<file path="src/rtl/fifo_ctrl_if.sv">
// Purpose: user-side bus of the FIFO controller (request handshake, read data, status flags).
// Signals:
//   push/pop/flush/data_in          requests and write data from the user
//   data_out/rd_valid               read data and its qualifier back to the user
//   full/empty/almost_*/count       occupancy status
//   overflow/underflow              rejected-request pulses
// Modports: master = FIFO user logic, slave = fifo_ctrl.
interface fifo_ctrl_if #(
    parameter int unsigned D_WIDTH  = 4,
    parameter int unsigned A_HEIGHT = 4
) ();

    logic                push;
    logic                pop;
    logic                flush;
    logic [D_WIDTH-1:0]  data_in;
    logic [D_WIDTH-1:0]  data_out;
    logic                rd_valid;
    logic                full;
    logic                empty;
    logic                almost_full;
    logic                almost_empty;
    logic [A_HEIGHT:0]   count;
    logic                overflow;
    logic                underflow;

    modport master (
        output push,
        output pop,
        output flush,
        output data_in,
        input  data_out,
        input  rd_valid,
        input  full,
        input  empty,
        input  almost_full,
        input  almost_empty,
        input  count,
        input  overflow,
        input  underflow
    );

    modport slave (
        input  push,
        input  pop,
        input  flush,
        input  data_in,
        output data_out,
        output rd_valid,
        output full,
        output empty,
        output almost_full,
        output almost_empty,
        output count,
        output overflow,
        output underflow
    );

endinterface

</file>
<file path="src/rtl/fifo_ctrl.sv">
// Purpose: sequencing controller for a FIFO built on an external 1-cycle-latency
//          storage array. Converts push/pop requests into memory write/read strobes
//          and pointers, tracks occupancy and produces status flags and error pulses.
// Ports:
//   clk, rst            clock (rising edge) and synchronous active-high reset
//   bus (slave)         user-side requests, read data and status (see fifo_ctrl_if)
//   mem_write/mem_read  strobes to the storage array (combinational from accepted requests)
//   mem_wr_ptr/rd_ptr   registered write/read addresses to the storage array
//   mem_data_in         write data to the storage array (pass-through of data_in)
//   mem_data_out        read data from the storage array (returned as data_out)
module fifo_ctrl #(
    parameter int unsigned D_WIDTH  = 4,
    parameter int unsigned A_HEIGHT = 4,
    parameter int unsigned AF_LEVEL = 12,
    parameter int unsigned AE_LEVEL = 2
) (
    input  logic                clk,
    input  logic                rst,
    fifo_ctrl_if.slave          bus,
    output logic                mem_write,
    output logic                mem_read,
    output logic [A_HEIGHT-1:0] mem_wr_ptr,
    output logic [A_HEIGHT-1:0] mem_rd_ptr,
    output logic [D_WIDTH-1:0]  mem_data_in,
    input  logic [D_WIDTH-1:0]  mem_data_out
);

    localparam int unsigned DEPTH = 1 << A_HEIGHT;
    localparam int unsigned CW    = A_HEIGHT + 1;

    localparam logic [CW-1:0]       DEPTH_C = CW'(DEPTH);
    localparam logic [CW-1:0]       AF_C    = CW'(AF_LEVEL);
    localparam logic [CW-1:0]       AE_C    = CW'(AE_LEVEL);
    localparam logic [CW-1:0]       ONE_C   = CW'(1);
    localparam logic [A_HEIGHT-1:0] PTR_INC = A_HEIGHT'(1);

    // Registered state
    logic [A_HEIGHT-1:0] wr_ptr_q,    wr_ptr_d;
    logic [A_HEIGHT-1:0] rd_ptr_q,    rd_ptr_d;
    logic [CW-1:0]       count_q,     count_d;
    logic                rd_valid_q,  rd_valid_d;
    logic                overflow_q,  overflow_d;
    logic                underflow_q, underflow_d;

    // Combinational request qualification and flags
    logic full_c;
    logic empty_c;
    logic push_acc;
    logic pop_acc;

    // Flags decode from the registered count only
    assign full_c   = (count_q == DEPTH_C);
    assign empty_c  = (count_q == '0);

    // Flush suppresses both requests; full/empty gate each side independently,
    // so a full FIFO still drains and an empty FIFO still fills on push+pop.
    assign push_acc = bus.push & ~full_c  & ~bus.flush;
    assign pop_acc  = bus.pop  & ~empty_c & ~bus.flush;

    // Next-state logic for pointers, occupancy and pulses
    always_comb begin
        wr_ptr_d    = wr_ptr_q;
        rd_ptr_d    = rd_ptr_q;
        count_d     = count_q;
        rd_valid_d  = pop_acc;
        overflow_d  = bus.push & full_c  & ~bus.flush;
        underflow_d = bus.pop  & empty_c & ~bus.flush;

        if (bus.flush) begin
            wr_ptr_d = '0;
            rd_ptr_d = '0;
            count_d  = '0;
        end else begin
            // Pointer width equals address width, so +1 wraps DEPTH-1 -> 0
            if (push_acc) begin
                wr_ptr_d = wr_ptr_q + PTR_INC;
            end
            if (pop_acc) begin
                rd_ptr_d = rd_ptr_q + PTR_INC;
            end
            unique case ({push_acc, pop_acc})
                2'b10:   count_d = count_q + ONE_C;
                2'b01:   count_d = count_q - ONE_C;
                default: count_d = count_q;
            endcase
        end
    end

    // State register; reset wins over flush and requests
    always_ff @(posedge clk) begin
        if (rst) begin
            wr_ptr_q    <= '0;
            rd_ptr_q    <= '0;
            count_q     <= '0;
            rd_valid_q  <= 1'b0;
            overflow_q  <= 1'b0;
            underflow_q <= 1'b0;
        end else begin
            wr_ptr_q    <= wr_ptr_d;
            rd_ptr_q    <= rd_ptr_d;
            count_q     <= count_d;
            rd_valid_q  <= rd_valid_d;
            overflow_q  <= overflow_d;
            underflow_q <= underflow_d;
        end
    end

    // Memory side
    assign mem_write   = push_acc;
    assign mem_read    = pop_acc;
    assign mem_wr_ptr  = wr_ptr_q;
    assign mem_rd_ptr  = rd_ptr_q;
    assign mem_data_in = bus.data_in;

    // User side
    assign bus.data_out     = mem_data_out;
    assign bus.rd_valid     = rd_valid_q;
    assign bus.full         = full_c;
    assign bus.empty        = empty_c;
    assign bus.almost_full  = (count_q >= AF_C);
    assign bus.almost_empty = (count_q <= AE_C);
    assign bus.count        = count_q;
    assign bus.overflow     = overflow_q;
    assign bus.underflow    = underflow_q;

endmodule

</file>
<file path="src/flat_wrapper.sv">
// flat-port wrapper written by rule: the top's interface ports become plain ports
module fifo_ctrl_flat 
#(
    parameter int unsigned D_WIDTH  = 4,
    parameter int unsigned A_HEIGHT = 4,
    parameter int unsigned AF_LEVEL = 12,
    parameter int unsigned AE_LEVEL = 2
)
  (clk, rst, mem_write, mem_read, mem_wr_ptr, mem_rd_ptr, mem_data_in, mem_data_out, bus_push, bus_pop, bus_flush, bus_data_in, bus_data_out, bus_rd_valid, bus_full, bus_empty, bus_almost_full, bus_almost_empty, bus_count, bus_overflow, bus_underflow);
  fifo_ctrl_if #(.D_WIDTH(D_WIDTH), .A_HEIGHT(A_HEIGHT)) bus_i ();
  input  logic clk;
  input  logic rst;
  output logic mem_write;
  output logic mem_read;
  output logic [A_HEIGHT-1:0] mem_wr_ptr;
  output logic [A_HEIGHT-1:0] mem_rd_ptr;
  output logic [D_WIDTH-1:0] mem_data_in;
  input  logic [D_WIDTH-1:0] mem_data_out;
  input wire logic [$bits(bus_i.push)-1:0] bus_push;
  input wire logic [$bits(bus_i.pop)-1:0] bus_pop;
  input wire logic [$bits(bus_i.flush)-1:0] bus_flush;
  input wire logic [$bits(bus_i.data_in)-1:0] bus_data_in;
  output wire logic [$bits(bus_i.data_out)-1:0] bus_data_out;
  output wire logic [$bits(bus_i.rd_valid)-1:0] bus_rd_valid;
  output wire logic [$bits(bus_i.full)-1:0] bus_full;
  output wire logic [$bits(bus_i.empty)-1:0] bus_empty;
  output wire logic [$bits(bus_i.almost_full)-1:0] bus_almost_full;
  output wire logic [$bits(bus_i.almost_empty)-1:0] bus_almost_empty;
  output wire logic [$bits(bus_i.count)-1:0] bus_count;
  output wire logic [$bits(bus_i.overflow)-1:0] bus_overflow;
  output wire logic [$bits(bus_i.underflow)-1:0] bus_underflow;
  assign bus_i.push = bus_push;
  assign bus_i.pop = bus_pop;
  assign bus_i.flush = bus_flush;
  assign bus_i.data_in = bus_data_in;
  assign bus_data_out = bus_i.data_out;
  assign bus_rd_valid = bus_i.rd_valid;
  assign bus_full = bus_i.full;
  assign bus_empty = bus_i.empty;
  assign bus_almost_full = bus_i.almost_full;
  assign bus_almost_empty = bus_i.almost_empty;
  assign bus_count = bus_i.count;
  assign bus_overflow = bus_i.overflow;
  assign bus_underflow = bus_i.underflow;
  fifo_ctrl #(.D_WIDTH(D_WIDTH), .A_HEIGHT(A_HEIGHT), .AF_LEVEL(AF_LEVEL), .AE_LEVEL(AE_LEVEL)) u_core (.clk(clk), .rst(rst), .bus(bus_i), .mem_write(mem_write), .mem_read(mem_read), .mem_wr_ptr(mem_wr_ptr), .mem_rd_ptr(mem_rd_ptr), .mem_data_in(mem_data_in), .mem_data_out(mem_data_out));
endmodule
</file>
<file path="config.mk">
export PLATFORM = sky130hd
export DESIGN_NAME = fifo_ctrl_flat
export DESIGN_NICKNAME = d
export VERILOG_FILES = /design/src/rtl/fifo_ctrl_if.sv /design/src/rtl/fifo_ctrl.sv /design/src/flat_wrapper.sv
export SDC_FILE = /design/constraint.sdc
export NUM_CORES = 1
export LEC_CHECK = 0
export ABC_AREA = 0
export BUFFER_PORTS_ARGS = -buffer_cell sky130_fd_sc_hd__buf_2
export CAP_MARGIN = 20
export CORE_MARGIN = 2
export CORE_UTILIZATION = 51
export CTS_BUF_LIST = sky130_fd_sc_hd__clkbuf_4
export DETAILED_ROUTE_END_ITERATION = 6
export MAX_ROUTING_LAYER = met4
export PLACE_DENSITY = 0.95
export SYNTH_ARGS = -nofsm -noshare
export SYNTH_HDL_FRONTEND = slang
export SYNTH_SLANG_ARGS = --single-unit
</file>
<file path="constraint.sdc">
create_clock -name clk -period 4.6 [get_ports clk]
set_input_delay 0 -clock clk [delete_from_list [all_inputs] [get_ports clk]]
set_output_delay 0 -clock clk [all_outputs]
set_load 0.01 [all_outputs]
</file>
# After elaboration in Yosys (flattened, before gate mapping)
# Cells that the tools add are included.
[word_totals]
wordCells = 30
output_inout_bits = 30
input_bits = 13
register_bits = 16
[classes]
n_reduce_logical = 3
eq_ne = 3
add_sub_neg = 4
mux = 1
bitwise_logic = 11
n_lt_le_gt_ge = 2
[op_table]
columns = ["op", "n"]
rows = [
  ["case mux 5 bit (2 select lines)", 1],
  ["adder 4 x 1 -> 4 bit, second input constant", 2],
  ["bitwise AND 1 bit", 8],
  ["adder 5 x 1 -> 5 bit, second input constant", 1],
  ["equality test 5 bit, second input constant", 1],
  ["greater-or-equal comparator 5 x 4 -> 1 bit, second input constant", 1],
  ["<= comparator 5 x 2 -> 1 bit, second input constant", 1],
  ["logical NOT 5 bit", 1],
  ["subtractor 5 x 1 -> 5 bit, second input constant", 1],
  ["inverter 1 bit", 3],
  ["equality test 2 x 1 -> 1 bit, second input constant", 1],
  ["equality test 2 bit, second input constant", 1],
  ["nonzero test 2 bit", 1],
  ["OR reduction 2 bit", 1],
]

# Depth between registers and ports, before layout
[depth]
ltp_word = 6
mapped_depth = 11
mapped_depth_nobuf = 10

# Worst setup path before layout
# Ideal clock, no wire load.
[synth_path]
path_kind = "flip-flop to flip-flop"
start = "register u_core.count_q[2], in the netlist u_core.bus.count[2]"
end = "register u_core.count_q[4], in the netlist u_core.bus.count[4]"
required_ps = 4528
t_arrival_ps = 2478
period_less_slack_ps = 2550
setup_ps = 72
n_path_buf = 0
path_stages_with_launch = 10
slack_ps = 2050
path_cell_list = "dfxtp_1 -> or3_4 -> o31ai_4 -> nor2_1 -> ha_1 -> ha_1 -> or2_2 -> o22ai_1 -> mux2i_1 -> mux2i_1"
[synth_via]
elab_chain_cells = 6
elab_cells_between_ends = 14
cone_classes = "2 x add/sub; 3 x eq/ne; 1 x mux; 6 x bitwise; 2 x reduce/logical"
[synth_lines]
columns = ["item", "line_no", "rtl"]
rows = [
  ["start: declaration", "fifo_ctrl.sv:40", "logic [CW-1:0] count_q, count_d;"],
  ["start signal: assignment", "fifo_ctrl.sv:101", "count_q <= count_d;"],
  ["logical NOT 5 bit (*)", "fifo_ctrl.sv:53", "assign empty_c = (count_q == '0);"],
  ["inverter 1 bit (*)", "fifo_ctrl.sv:58", "assign pop_acc = bus.pop & ~empty_c & ~bus.flush;"],
  ["bitwise AND 1 bit (*) (2 in a row)", "fifo_ctrl.sv:58", ""],
  ["net mem_read", "flat_wrapper.sv:14", "output logic mem_read;"],
  ["equality test 2 x 1 -> 1 bit / equality test 2 bit (equally long branches)", "fifo_ctrl.sv:81", "unique case ({push_acc, pop_acc})"],
  ["case mux 5 bit (2 select lines) / nonzero test 2 bit (equally long branches)", "n/a", ""],
]
# The timed path passes the listed nets; every way through them passes the cells marked *.
# A chain may end at the register's enable or synchronous reset.

# Worst setup path after layout
[layout_path]
start = "register u_core.count_q[2], in the netlist u_core.bus.count[2]"
end = "register u_core.count_q[4], in the netlist u_core.bus.count[4]"
[layout_via]
elab_chain_cells = 6
elab_cells_between_ends = 14
cone_classes = "2 x add/sub; 3 x eq/ne; 1 x mux; 6 x bitwise; 2 x reduce/logical"
[layout_lines]
columns = ["item", "line_no"]
rows = [
  ["equality test 5 bit / logical NOT 5 bit (equally long branches)", "fifo_ctrl.sv:52, fifo_ctrl.sv:53"],
  ["inverter 1 bit, on equally long branches", "fifo_ctrl.sv:57, fifo_ctrl.sv:58"],
  ["bitwise AND 1 bit, on equally long branches (2 in a row)", "fifo_ctrl.sv:57, fifo_ctrl.sv:58"],
  ["equality test 2 x 1 -> 1 bit / equality test 2 bit (equally long branches)", "fifo_ctrl.sv:81"],
  ["case mux 5 bit (2 select lines) / nonzero test 2 bit (equally long branches)", "n/a"],
]
# Several ways; a longest one is shown, not always the timed one.

==> metrics.yaml <==
antenna_found_initial: 0
fin_crit_ns: 2.70
final_antenna_net_count: 0
synth-seq-cells: 16
ys_warn_count: 0
clock_skew_ns: 0.00295
syn_to_final_growth_pct: 15.0
dieHeight_um: 46.1
final_hold_viol_count: 0
cts_buffers: 3
coreArea_mm2: 0.00169
syn-num-nets: 120
wl_mm: 2.01
grt_max_degree: 14
num_vias: 799
worst-path-max-fanout: 6
synth_edf_count: 0
synth_top_area_cell: "dfxtp_1"
tightest_slew_ns: 0.467
status: "finished, final reports clean"
drt-wirelength-per-cell_um: 14.4
fmax_ghz: 0.370
worstPathArrival_ns: 2.94
setup_viol: 0
n_fill_cell: 155
synth_ff_type: "dfxtp_1"
hpwl_mm: 1.52
die_area_mm2: 0.00212
vias_per_cell: 5.75
hold_buffers: 3
max_slew_margin_pct: 68.9
grt_pass1_wl_mm: 3.10
slew_violations: 0
rows: 15
seqCellArea_um2: 320
postSynthCellCount: 100
cts_resized: 0
gp_congestion: 0.791
tns_ns: 0
cts.htree.levels: 1
cts_root_buf: "clkbuf_4"
first_pass_iters: 4
synth.avg_cell_area_um2: 9.02
ys_types: 33
required_ns: 4.84
die_x_um: 46.1
io_pins: 43
maxCapViolations: 0
ys_seq_area_share_pct: 35.5
grt.overflow.total: 0
crit_path_end_kind: "register"
first_iter_violations: 19
clock_sinks: 16
first_global_vias: 731
p_leak_uw: 0.000533
finalHoldWorstSlack_ns: 0.00000390
min-delay-path-class: "in -> out"
ir_drop_v: 0.000112
netlist_top_cells_area: "dfxtp_1, ha_1, buf_4"
grt_use_total_pct: 21.9
rsz0062_at_grt: "no"
post-cts-setup-buffer-count: 0
drc_errors: 0
initial_core_util_pct: 53.4
syn_area_um2: 902
multi_input_area_um2: 490
clk_pin_slew_ns: 0.09
io_buffers: 26
diodes: 0
powerDensity_mw_per_mm2: 240
final_util_pct: 61.4
fin_nets: 143
post-route-period-util_pct: 58.8
cts_tree: "built"
insertion_delay_ns: 0.30
crit_type: "reg -> reg"
layout-drive-gt1-share_pct: 28.7
start_kind: "register"
netlist.area_leader.share_pct: 35.5
async_reset_ff_share_pct: 0
clock_path_buffers: 2
per-stage QoR:
stage | std cells | instance area [µm²] | worst slack, ns | power, µW
after global routing | 139 | 1040 | 1.71 | 256
final | 139 | 1040 | 1.90 | 249
after detailed placement | 132 | 981 | 1.95 | 170
after floorplan | 100 | 902 | 2.05 | 168
after global placement | 132 | 981 | 2.02 | 169
after CTS | 139 | 1040 | 1.92 | 247
cell type report:
cell class / count / area share (%)
Tap cell: 17 / 2.05
Clock inverter: 1 / 0.362
Clock buffer: 3 / 2.17
Inverter: 5 / 1.81
Multi-Input combinational cell: 68 / 47.3
Timing Repair Buffer: 29 / 15.4
Sequential cell: 16 / 30.9
Yosys cell counts (all sizes together) (2+ instances only):
library cell,count
buf,9
or4,2
nor2,15
or2,2
xnor2,2
ha,6
a21oi,6
xor2,3
mux2i,4
nor3,2
nor2b,2
inv,5
a21o,2
and3,2
clkbuf,2
dfxtp,16
nand2,2
nand3,4
or3,2
state kept, by name, summed over array words and instances (netlist names):
signal,flops
u_core.bus.count,5
u_core.bus.overflow,1
u_core.mem_rd_ptr,4
u_core.mem_wr_ptr,4
u_core.bus.underflow,1
u_core.bus.rd_valid,1
placed cells by master (no fill, tap or decap):
cell type      instances
nand2_1                2
nor3_1                 2
nor2b_1                2
nor4_2                 1
or4_1                  2
fa_1                   1
dlygate4sd3_1          3
ha_1                   6
or3_1                  1
nor2_1                15
nand3b_1               1
clkbuf_4               3
xor2_1                 3
a21o_1                 2
or2_2                  2
and3_1                 2
a21bo_2                1
mux2i_1                4
a211oi_1               1
buf_2                 26
xnor2_1                2
nand2b_1               1
o211ai_1               1
o31ai_4                1
clkinv_1               1
a21oi_1                6
and2_1                 1
or3_4                  1
o22ai_1                1
o311ai_1               1
inv_1                  5
nand4b_1               1
dfxtp_1               16
nand3_1                4
worst paths after layout:
kind / start / end / slack, ns / depth (start not counted)
hold reg to reg: u_core.mem_rd_ptr[3] / u_core.mem_rd_ptr[3] / 0.50 / 2
setup / recovery: u_core.bus.count[2] / u_core.bus.count[4] / 1.90 / 9
setup reg to reg: u_core.bus.count[2] / u_core.bus.count[4] / 1.90 / 9
hold / removal: mem_data_out[1] / bus_data_out[1] / 0.000004 / 0
layer usage:
metal | vias to the layer above | track usage, % | share of wire (%)
met1 | 375 | 23.4 | 40
li1 | 378 | - | -
met5 | - | - | 0
met4 | 0 | 16.6 | 3.4
met3 | 6 | 3.92 | 6.5
met2 | 40 | 35.3 | 50
worst max-delay path: stages (launching register included):
cell and delay, ns:
dfxtp_1 0.39, or3_4 0.44, o31ai_4 0.32, nor2_1 0.13
ha_1 0.27, ha_1 0.34, nor2b_1 0.16, o22ai_1 0.16
mux2i_1 0.23, mux2i_1 0.19
where the power goes:
| group | internal, µW | switching [µW] | total, µW | leakage, µW |
|---|---|---|---|---|
| Combinational | 11.3 | 14.5 | 25.8 | 0.000388 |
| Sequential | 140 | 2.61 | 143 | 0.000129 |
| Clock | 31.7 | 48.7 | 80.4 | 0.0000154 |
cell families (layout without fill, tap and decap cells):
group / count (synthesis) / in the layout / share of synthesized area (%)
fa+ha+maj: 7 / 7 / 10.5
mux: 4 / 4 / 4.44
xor+xnor: 5 / 5 / 4.86
buf+inv: 16 / 38 / 10.1
simple gates: 38 / 38 / 22.7
compound gates: 14 / 14 / 11.8
flops: 16 / 16 / 35.5
(Power assumes the default switching activity.)
